--- src/rtl/vm_coin_dispenser_pkg.sv ---
// Shared constants, types and helpers for the vending-machine coin dispenser.
// The optional stock inventory is enabled by defining VM_DISPENSER_INVENTORY_EN.
package vm_coin_dispenser_pkg;

  // Coin set: index 0 is the smallest denomination, index 2 the largest.
  localparam int kNumCoins  = 3;
  localparam int kTotalBits = 16;

  localparam logic [kTotalBits-1:0] kCoinValue0 = 16'd100;
  localparam logic [kTotalBits-1:0] kCoinValue1 = 16'd500;
  localparam logic [kTotalBits-1:0] kCoinValue2 = 16'd1000;

  // Starting stock for every denomination when the inventory is enabled.
  localparam logic [7:0] kInitStock = 8'd8;

  // FSM state encodings.
  localparam logic [1:0] ST_IDLE   = 2'd0;
  localparam logic [1:0] ST_SELECT = 2'd1;
  localparam logic [1:0] ST_EMIT   = 2'd2;
  localparam logic [1:0] ST_DONE   = 2'd3;

  typedef logic [kNumCoins-1:0]  coin_t;
  typedef logic [kTotalBits-1:0] amount_t;

  // Face value of the denomination at a given index.
  function automatic amount_t coin_value(input int idx);
    amount_t v;
    case (idx)
      0:       v = kCoinValue0;
      1:       v = kCoinValue1;
      default: v = kCoinValue2;
    endcase
    return v;
  endfunction

  // Face value of a one-hot coin vector (zero for an empty vector).
  function automatic amount_t coin_value_of(input coin_t onehot);
    amount_t v;
    v = '0;
    for (int i = 0; i < kNumCoins; i++) begin
      if (onehot[i]) begin
        v = v | coin_value(i);
      end
    end
    return v;
  endfunction

endpackage

--- src/rtl/vm_coin_dispenser_select.sv ---
// Combinational highest-fit coin picker: returns the largest available coin
// whose value does not exceed the remaining amount.
module vm_coin_select
  import vm_coin_dispenser_pkg::*;
(
  input  logic [kTotalBits-1:0] i_remaining,
  input  logic [kNumCoins-1:0]  i_avail,
  output logic [kNumCoins-1:0]  o_coin,
  output logic                  o_found
);

  // Scan upward so a later (larger) fitting coin overrides a smaller one.
  always_comb begin
    o_coin  = '0;
    o_found = 1'b0;
    for (int i = 0; i < kNumCoins; i++) begin
      if (i_avail[i] && (coin_value(i) <= i_remaining)) begin
        o_coin    = '0;
        o_coin[i] = 1'b1;
        o_found   = 1'b1;
      end
    end
  end

endmodule

--- src/rtl/vm_coin_dispenser.sv ---
// Coin dispenser: accepts a return amount and pays it out greedily, one coin
// per handshake, largest denomination first. Any residue that cannot be paid
// is reported on o_remainder alongside the o_done pulse.
// Define VM_DISPENSER_INVENTORY_EN to add per-coin stock counters, a refill
// port and o_stock_empty; without it stock is unlimited.
//
// Handshakes: a transfer happens on a rising edge where valid and ready are
// both high. The request side is accepted only in IDLE (o_req_ready). On the
// coin side o_coin_valid and o_coin stay stable until i_coin_ready is seen;
// ready is ignored while valid is low.
module vm_coin_dispenser
  import vm_coin_dispenser_pkg::*;
(
  input  logic                  clk,
  input  logic                  reset,
  input  logic                  i_req_valid,
  output logic                  o_req_ready,
  input  logic [kTotalBits-1:0] i_req_amount,
  output logic                  o_coin_valid,
  output logic [kNumCoins-1:0]  o_coin,
  input  logic                  i_coin_ready,
  output logic                  o_done,
  output logic [kTotalBits-1:0] o_remainder,
  output logic                  o_busy,
`ifdef VM_DISPENSER_INVENTORY_EN
  input  logic                  i_refill_valid,
  input  logic [kNumCoins-1:0]  i_refill_coin,
  input  logic [7:0]            i_refill_count,
  output logic [kNumCoins-1:0]  o_stock_empty,
`endif
  output logic [1:0]            o_dbg_state
);

  logic [1:0]            state_q, state_d;
  logic [kTotalBits-1:0] remaining_q, remaining_d;
  logic [kNumCoins-1:0]  coin_q, coin_d;
  logic [kTotalBits-1:0] remainder_q, remainder_d;
  logic                  dispense;
  logic [kNumCoins-1:0]  avail;
  logic [kNumCoins-1:0]  sel_coin;
  logic                  sel_found;

  vm_coin_select u_select (
    .i_remaining (remaining_q),
    .i_avail     (avail),
    .o_coin      (sel_coin),
    .o_found     (sel_found)
  );

`ifdef VM_DISPENSER_INVENTORY_EN
  logic [7:0] stock_q   [kNumCoins];
  logic [7:0] stock_d   [kNumCoins];
  logic [9:0] stock_sum [kNumCoins];

  // Net refill and dispense per coin in one step, then clamp to 8 bits.
  always_comb begin
    for (int i = 0; i < kNumCoins; i++) begin
      stock_sum[i] = {2'b00, stock_q[i]};
      if (i_refill_valid && i_refill_coin[i]) begin
        stock_sum[i] = stock_sum[i] + {2'b00, i_refill_count};
      end
      if (dispense && coin_q[i]) begin
        stock_sum[i] = stock_sum[i] - 10'd1;
      end
      stock_d[i] = (stock_sum[i] > 10'd255) ? 8'hFF : stock_sum[i][7:0];
      avail[i]         = (stock_q[i] != 8'd0);
      o_stock_empty[i] = (stock_q[i] == 8'd0);
    end
  end

  // Stock counters restart full on reset.
  always_ff @(posedge clk) begin
    for (int i = 0; i < kNumCoins; i++) begin
      if (reset) begin
        stock_q[i] <= kInitStock;
      end else begin
        stock_q[i] <= stock_d[i];
      end
    end
  end
`else
  // Unlimited stock: every denomination is always available.
  always_comb begin
    avail = '1;
  end
`endif

  // Next-state, remaining amount and offered-coin logic.
  always_comb begin
    state_d     = state_q;
    remaining_d = remaining_q;
    coin_d      = coin_q;
    remainder_d = remainder_q;
    dispense    = 1'b0;
    case (state_q)
      ST_IDLE: begin
        if (i_req_valid) begin
          remaining_d = i_req_amount;
          state_d     = (i_req_amount == '0) ? ST_DONE : ST_SELECT;
        end
      end
      ST_SELECT: begin
        if (sel_found) begin
          coin_d  = sel_coin;
          state_d = ST_EMIT;
        end else begin
          state_d = ST_DONE;
        end
      end
      ST_EMIT: begin
        if (i_coin_ready) begin
          dispense    = 1'b1;
          remaining_d = remaining_q - coin_value_of(coin_q);
          coin_d      = '0;
          state_d     = (remaining_d == '0) ? ST_DONE : ST_SELECT;
        end
      end
      ST_DONE: begin
        state_d     = ST_IDLE;
        remaining_d = '0;
      end
      default: begin
        state_d     = ST_IDLE;
        remaining_d = '0;
        coin_d      = '0;
      end
    endcase
    // Capture the residue as DONE is entered so it is visible with o_done
    // and held afterwards.
    if ((state_d == ST_DONE) && (state_q != ST_DONE)) begin
      remainder_d = remaining_d;
    end
  end

  // State registers; reset withdraws any offered coin on the same edge.
  always_ff @(posedge clk) begin
    if (reset) begin
      state_q     <= ST_IDLE;
      remaining_q <= '0;
      coin_q      <= '0;
      remainder_q <= '0;
    end else begin
      state_q     <= state_d;
      remaining_q <= remaining_d;
      coin_q      <= coin_d;
      remainder_q <= remainder_d;
    end
  end

  // Outputs decoded from the registered state.
  always_comb begin
    o_req_ready  = (state_q == ST_IDLE);
    o_busy       = (state_q != ST_IDLE);
    o_coin_valid = (state_q == ST_EMIT);
    o_coin       = coin_q;
    o_done       = (state_q == ST_DONE);
    o_remainder  = remainder_q;
    o_dbg_state  = state_q;
  end

endmodule
--- config.mk ---
export PLATFORM = sky130hd
export DESIGN_NAME = vm_coin_dispenser
export DESIGN_NICKNAME = d
export VERILOG_FILES = /design/src/rtl/vm_coin_dispenser_pkg.sv /design/src/rtl/vm_coin_dispenser_select.sv /design/src/rtl/vm_coin_dispenser.sv
export SDC_FILE = /design/constraint.sdc
export NUM_CORES = 1
export LEC_CHECK = 0
export CORE_ASPECT_RATIO = 1.5
export CORE_MARGIN = 2
export CORE_UTILIZATION = 49
export DETAILED_ROUTE_END_ITERATION = 10
export GPL_ROUTABILITY_DRIVEN = 0
export HOLD_SLACK_MARGIN = 0.1
export PLACE_DENSITY = 0.78
export SLEW_MARGIN = 0
export SYNTH_ARGS = -nofsm -noshare
export SYNTH_HDL_FRONTEND = slang
export SYNTH_HIERARCHICAL = 1
export SYNTH_SLANG_ARGS = --single-unit
export TNS_END_PERCENT = 1
--- constraint.sdc ---
create_clock -name clk -period 3.7 [get_ports clk]
set_input_delay 0.74 -clock clk [delete_from_list [all_inputs] [get_ports clk]]
set_output_delay 0.74 -clock clk [all_outputs]
set_load 0.05 [all_outputs]
==> impl_metrics.prom <==
# TYPE chip_impl_metric gauge
chip_impl_metric{name="first_global_vias",unit=""} 2631
chip_impl_metric{name="grt-ovfl-total",unit=""} 0
chip_impl_info{name="run_status",value="finished, final reports clean"} 1
chip_impl_metric{name="dp_slack",unit="ps"} 213
chip_impl_info{name="timing.critical_path.cells",value="inv_1, nand2_1, ha_1, inv_1, fa_1, a21o_1, and3_4, or3_1, a211o_1, nor3_2, and4_1, a21oi_2, nor4b_4, buf_4, mux2_4"} 1
chip_impl_metric{name="seq_power_share",unit=""} 0.182
chip_impl_metric{name="grtUsageMet1",unit=""} 0.295
chip_impl_info{name="synth_ff_type",value="sky130_fd_sc_hd__dfxtp_1"} 1
chip_impl_metric{name="antenna-diode-count",unit=""} 0
chip_impl_info{name="final_cell_mix",value="sky130_fd_sc_hd__clkdlybuf4s50_1 (44), sky130_fd_sc_hd__nor2_1 (35), sky130_fd_sc_hd__dfxtp_1 (34)"} 1
chip_impl_metric{name="postSynthAreaPerCell",unit="sq um"} 8.24
chip_impl_info{name="tritoncts",value="done"} 1
chip_impl_info{name="min-delay-path-class",value="reg2reg"} 1
chip_impl_metric{name="layout-drive-gt1-share",unit=""} 0.174
chip_impl_metric{name="path_clk_slew",unit="ps"} 80
chip_impl_metric{name="clockPowerShare",unit=""} 0.105
chip_impl_metric{name="drv.max_cap_violation_count",unit=""} 0
chip_impl_metric{name="p_comb_frac",unit=""} 0.712
chip_impl_metric{name="required",unit="ps"} 3880
chip_impl_metric{name="synth-seq-cells",unit=""} 37
chip_impl_metric{name="global_route_wire_length_before_repair",unit="um"} 12600
chip_impl_metric{name="synthesis.instances",unit=""} 336
chip_impl_metric{name="global_route.usage.met3",unit=""} 0.0351
chip_impl_metric{name="setup_viol",unit=""} 0
chip_impl_metric{name="yosysWarnings",unit=""} 6
chip_impl_info{name="startpoint_type",value="flop"} 1
chip_impl_metric{name="cts.htree.levels",unit=""} 2
chip_impl_metric{name="drt-total-wl",unit="um"} 7880
chip_impl_metric{name="worst_relative_slew_slack",unit=""} 0.578
chip_impl_metric{name="finalCriticalPeriod",unit="ps"} 3520
chip_impl_metric{name="synth_enable_flop_cells",unit=""} 0
chip_impl_metric{name="final.setup_skew",unit="ps"} 6.85
chip_impl_metric{name="final_net_count",unit=""} 414
chip_impl_metric{name="worst_slew_pin_slew",unit="ps"} 631
chip_impl_metric{name="setup_ws",unit="ps"} 182
chip_impl_info{name="critical-path-top-cell-by-count",value="sky130_fd_sc_hd__inv_1"} 1
chip_impl_metric{name="grt_util_all_layers",unit=""} 0.262
chip_impl_metric{name="grt_start_max_net_pins",unit=""} 18
chip_impl_metric{name="post_cts_resize_count",unit=""} 0
chip_impl_metric{name="antenna_violations_before_repair",unit=""} 0
chip_impl_metric{name="wire_per_inst",unit="um"} 17.3
chip_impl_metric{name="hpwlAfterDp",unit="um"} 6100
chip_impl_metric{name="cts_inserted_buffers",unit=""} 5
chip_impl_metric{name="holdBufCountCts",unit=""} 0
chip_impl_metric{name="hold_ws",unit="ps"} 522
chip_impl_metric{name="crit_arrival",unit="ps"} 3690
chip_impl_metric{name="fp.coreArea",unit="sq um"} 5450
chip_impl_metric{name="netlist_area",unit="sq um"} 2770
chip_impl_info{name="layout.cells.most_common",value="sky130_fd_sc_hd__clkdlybuf4s50_1"} 1
chip_impl_metric{name="detail_route.iter0.violations",unit=""} 216
chip_impl_metric{name="clock.fmax",unit="MHz"} 284
chip_impl_info{name="grt-busiest-layer",value="met2"} 1
chip_impl_metric{name="num_vias",unit=""} 2711
chip_impl_metric{name="flow.area_growth_from_synthesis",unit="%"} 22.9
chip_impl_metric{name="netSwitchingFraction",unit=""} 0.503
chip_impl_info{name="grt_setup_unrepaired",value="false"} 1
chip_impl_metric{name="cts_post_setup_buffers_inserted",unit=""} 0
chip_impl_info{name="ctsRootBufferMaster",value="sky130_fd_sc_hd__clkbuf_8"} 1
chip_impl_metric{name="start_util",unit=""} 0.508
chip_impl_metric{name="portion_of_the_clock_cycle_consumed_by_the_worst_path_in_the_final_layout",unit=""} 0.951
chip_impl_metric{name="setup-tns-final",unit="ps"} 0
chip_impl_metric{name="total_switching_power",unit="mW"} 1.75
chip_impl_metric{name="placement_rows",unit=""} 33
chip_impl_metric{name="dieHeight",unit="um"} 96.1
chip_impl_metric{name="yosysSeqAreaShare",unit=""} 0.267
chip_impl_metric{name="slew_violations",unit=""} 0
chip_impl_metric{name="power_leakage",unit="nW"} 1.40
chip_impl_metric{name="chipWidth",unit="um"} 65.4
chip_impl_metric{name="worst_path_largest_cell_delay",unit="ps"} 440
chip_impl_info{name="worstSetupPathType",value="reg2reg"} 1
chip_impl_metric{name="clockBufferDepth",unit=""} 2
chip_impl_metric{name="route.detailed.drc",unit=""} 0
chip_impl_metric{name="ys_async_sr_fraction",unit=""} 0
chip_impl_metric{name="clock_sink_count",unit=""} 37
chip_impl_metric{name="portBuffers",unit=""} 44
chip_impl_metric{name="finalHoldViolations",unit=""} 0
chip_impl_metric{name="internal_power",unit="mW"} 1.72
chip_impl_metric{name="floorplan.io_pins",unit=""} 45
chip_impl_metric{name="worstSkewPairLatency",unit="ps"} 290
chip_impl_metric{name="dr.pass1.iters",unit=""} 4
chip_impl_info{name="cpMaxStageDelayCell",value="sky130_fd_sc_hd__fa_1"} 1
chip_impl_metric{name="post_synth_num_cell_types",unit=""} 74
chip_impl_metric{name="path_max_fanout",unit=""} 8
chip_impl_metric{name="via_per_inst",unit=""} 5.96
chip_impl_info{name="timing.critical_path.to_type",value="flop"} 1
chip_impl_metric{name="die_area",unit="sq um"} 6280
chip_impl_metric{name="globalRouteMet2Util",unit=""} 0.447
chip_impl_metric{name="power_density",unit="nW/um^2"} 1020
chip_impl_metric{name="vdd_drop_max",unit="mV"} 0.641
chip_impl_metric{name="drtAntennaViolNets",unit=""} 0
## sequential cells by signal, summed over array words and instances (netlist names)
| signal | flops |
|---|---|
| remaining_q | 16 |
| o_coin | 3 |
| o_remainder | 16 |
| o_dbg_state | 2 |
## critical path: cells and delay by family (launching register included)
family                   cells  cell delay (ps)
buffers and inverters        3              360
adder cells (fa/ha/maj)      2              590
multiplexers                 1              320
flip-flops                   1              380
AO/OA/AOI/OAI                3              580
AND/OR/NAND/NOR              6             1170
## metrics by stage
stage	utilization	power [mW]	std cells	area, sq um
3_3_place_gp	0.600	3.00	447	3270
6_report	0.624	3.47	455	3400
3_5_place_dp	0.600	3.03	447	3270
2_1_floorplan	-	2.44	339	2790
4_1_cts	0.622	3.41	455	3390
5_1_grt	0.624	3.70	455	3400
## final cells by class
type	count	area (sq um)
fill	515	2050
multi-input combinational	267	1860
sequential	37	744
timing repair buffer	55	523
tap	70	87.6
clock buffer	6	82.6
inverter	18	67.6
clock inverter	2	37.5
## final timing paths
kind | slack [ps] | start | end | cells past startpoint
worst max-delay path | 180 | o_coin[1] | o_remainder[13] | 15
worst max register to register | 180 | o_coin[1] | o_remainder[13] | 15
worst min register to register | 520 | remaining_q[1] | remaining_q[1] | 2
worst min-delay path | 520 | remaining_q[1] | remaining_q[1] | 2
## power by group through the flow
| stage | Clock (mW) | Combinational (mW) | Sequential [mW] |
|---|---|---|---|
| 2_1_floorplan | 0 | 1.67 | 0.771 |
| 6_report | 0.366 | 2.47 | 0.632 |
| 5_1_grt | 0.389 | 2.67 | 0.642 |
| 4_1_cts | 0.370 | 2.41 | 0.628 |
| 3_5_place_dp | 0 | 2.39 | 0.635 |
| 3_3_place_gp | 0 | 2.37 | 0.629 |
## metal layers
layer | wire, um | up-vias
met5 | 0 | -
met4 | 532 | 0
met3 | 384 | 39
met2 | 3860 | 112
met1 | 3100 | 1247
li1 | - | 1313
## synth_stat cells, types with 6 or more instances
master | number | area (sq um)
sky130_fd_sc_hd__o21ai_0 | 20 | 100
sky130_fd_sc_hd__mux2_4 | 10 | 150
sky130_fd_sc_hd__nand2_1 | 24 | 90.1
sky130_fd_sc_hd__dfxtp_1 | 37 | 741
sky130_fd_sc_hd__nand3_1 | 11 | 55.1
sky130_fd_sc_hd__a22oi_1 | 8 | 60.1
sky130_fd_sc_hd__nor4_1 | 6 | 37.5
sky130_fd_sc_hd__clkbuf_1 | 8 | 30.0
sky130_fd_sc_hd__nor3_1 | 7 | 35.0
sky130_fd_sc_hd__nor2b_1 | 10 | 62.6
sky130_fd_sc_hd__and2b_2 | 9 | 78.8
sky130_fd_sc_hd__nor2_1 | 35 | 131
sky130_fd_sc_hd__inv_1 | 18 | 67.6
sky130_fd_sc_hd__ha_1 | 9 | 113
sky130_fd_sc_hd__mux2_2 | 6 | 67.6
sky130_fd_sc_hd__a21oi_1 | 18 | 90.1
## cells by family (layout without fill, tap and decap cells)
group,Yosys count,in the layout,share of synthesized area
AO/OA/AOI/OAI,90,90,0.222
other,1,4,0.00135
buffers and inverters,35,81,0.0714
adder cells (fa/ha/maj),10,10,0.0479
multiplexers,19,19,0.0894
XOR/XNOR,7,7,0.0221
AND/OR/NAND/NOR,137,137,0.279
flip-flops,37,37,0.267
No activity file was read; power rests on OpenSTA's default activity.
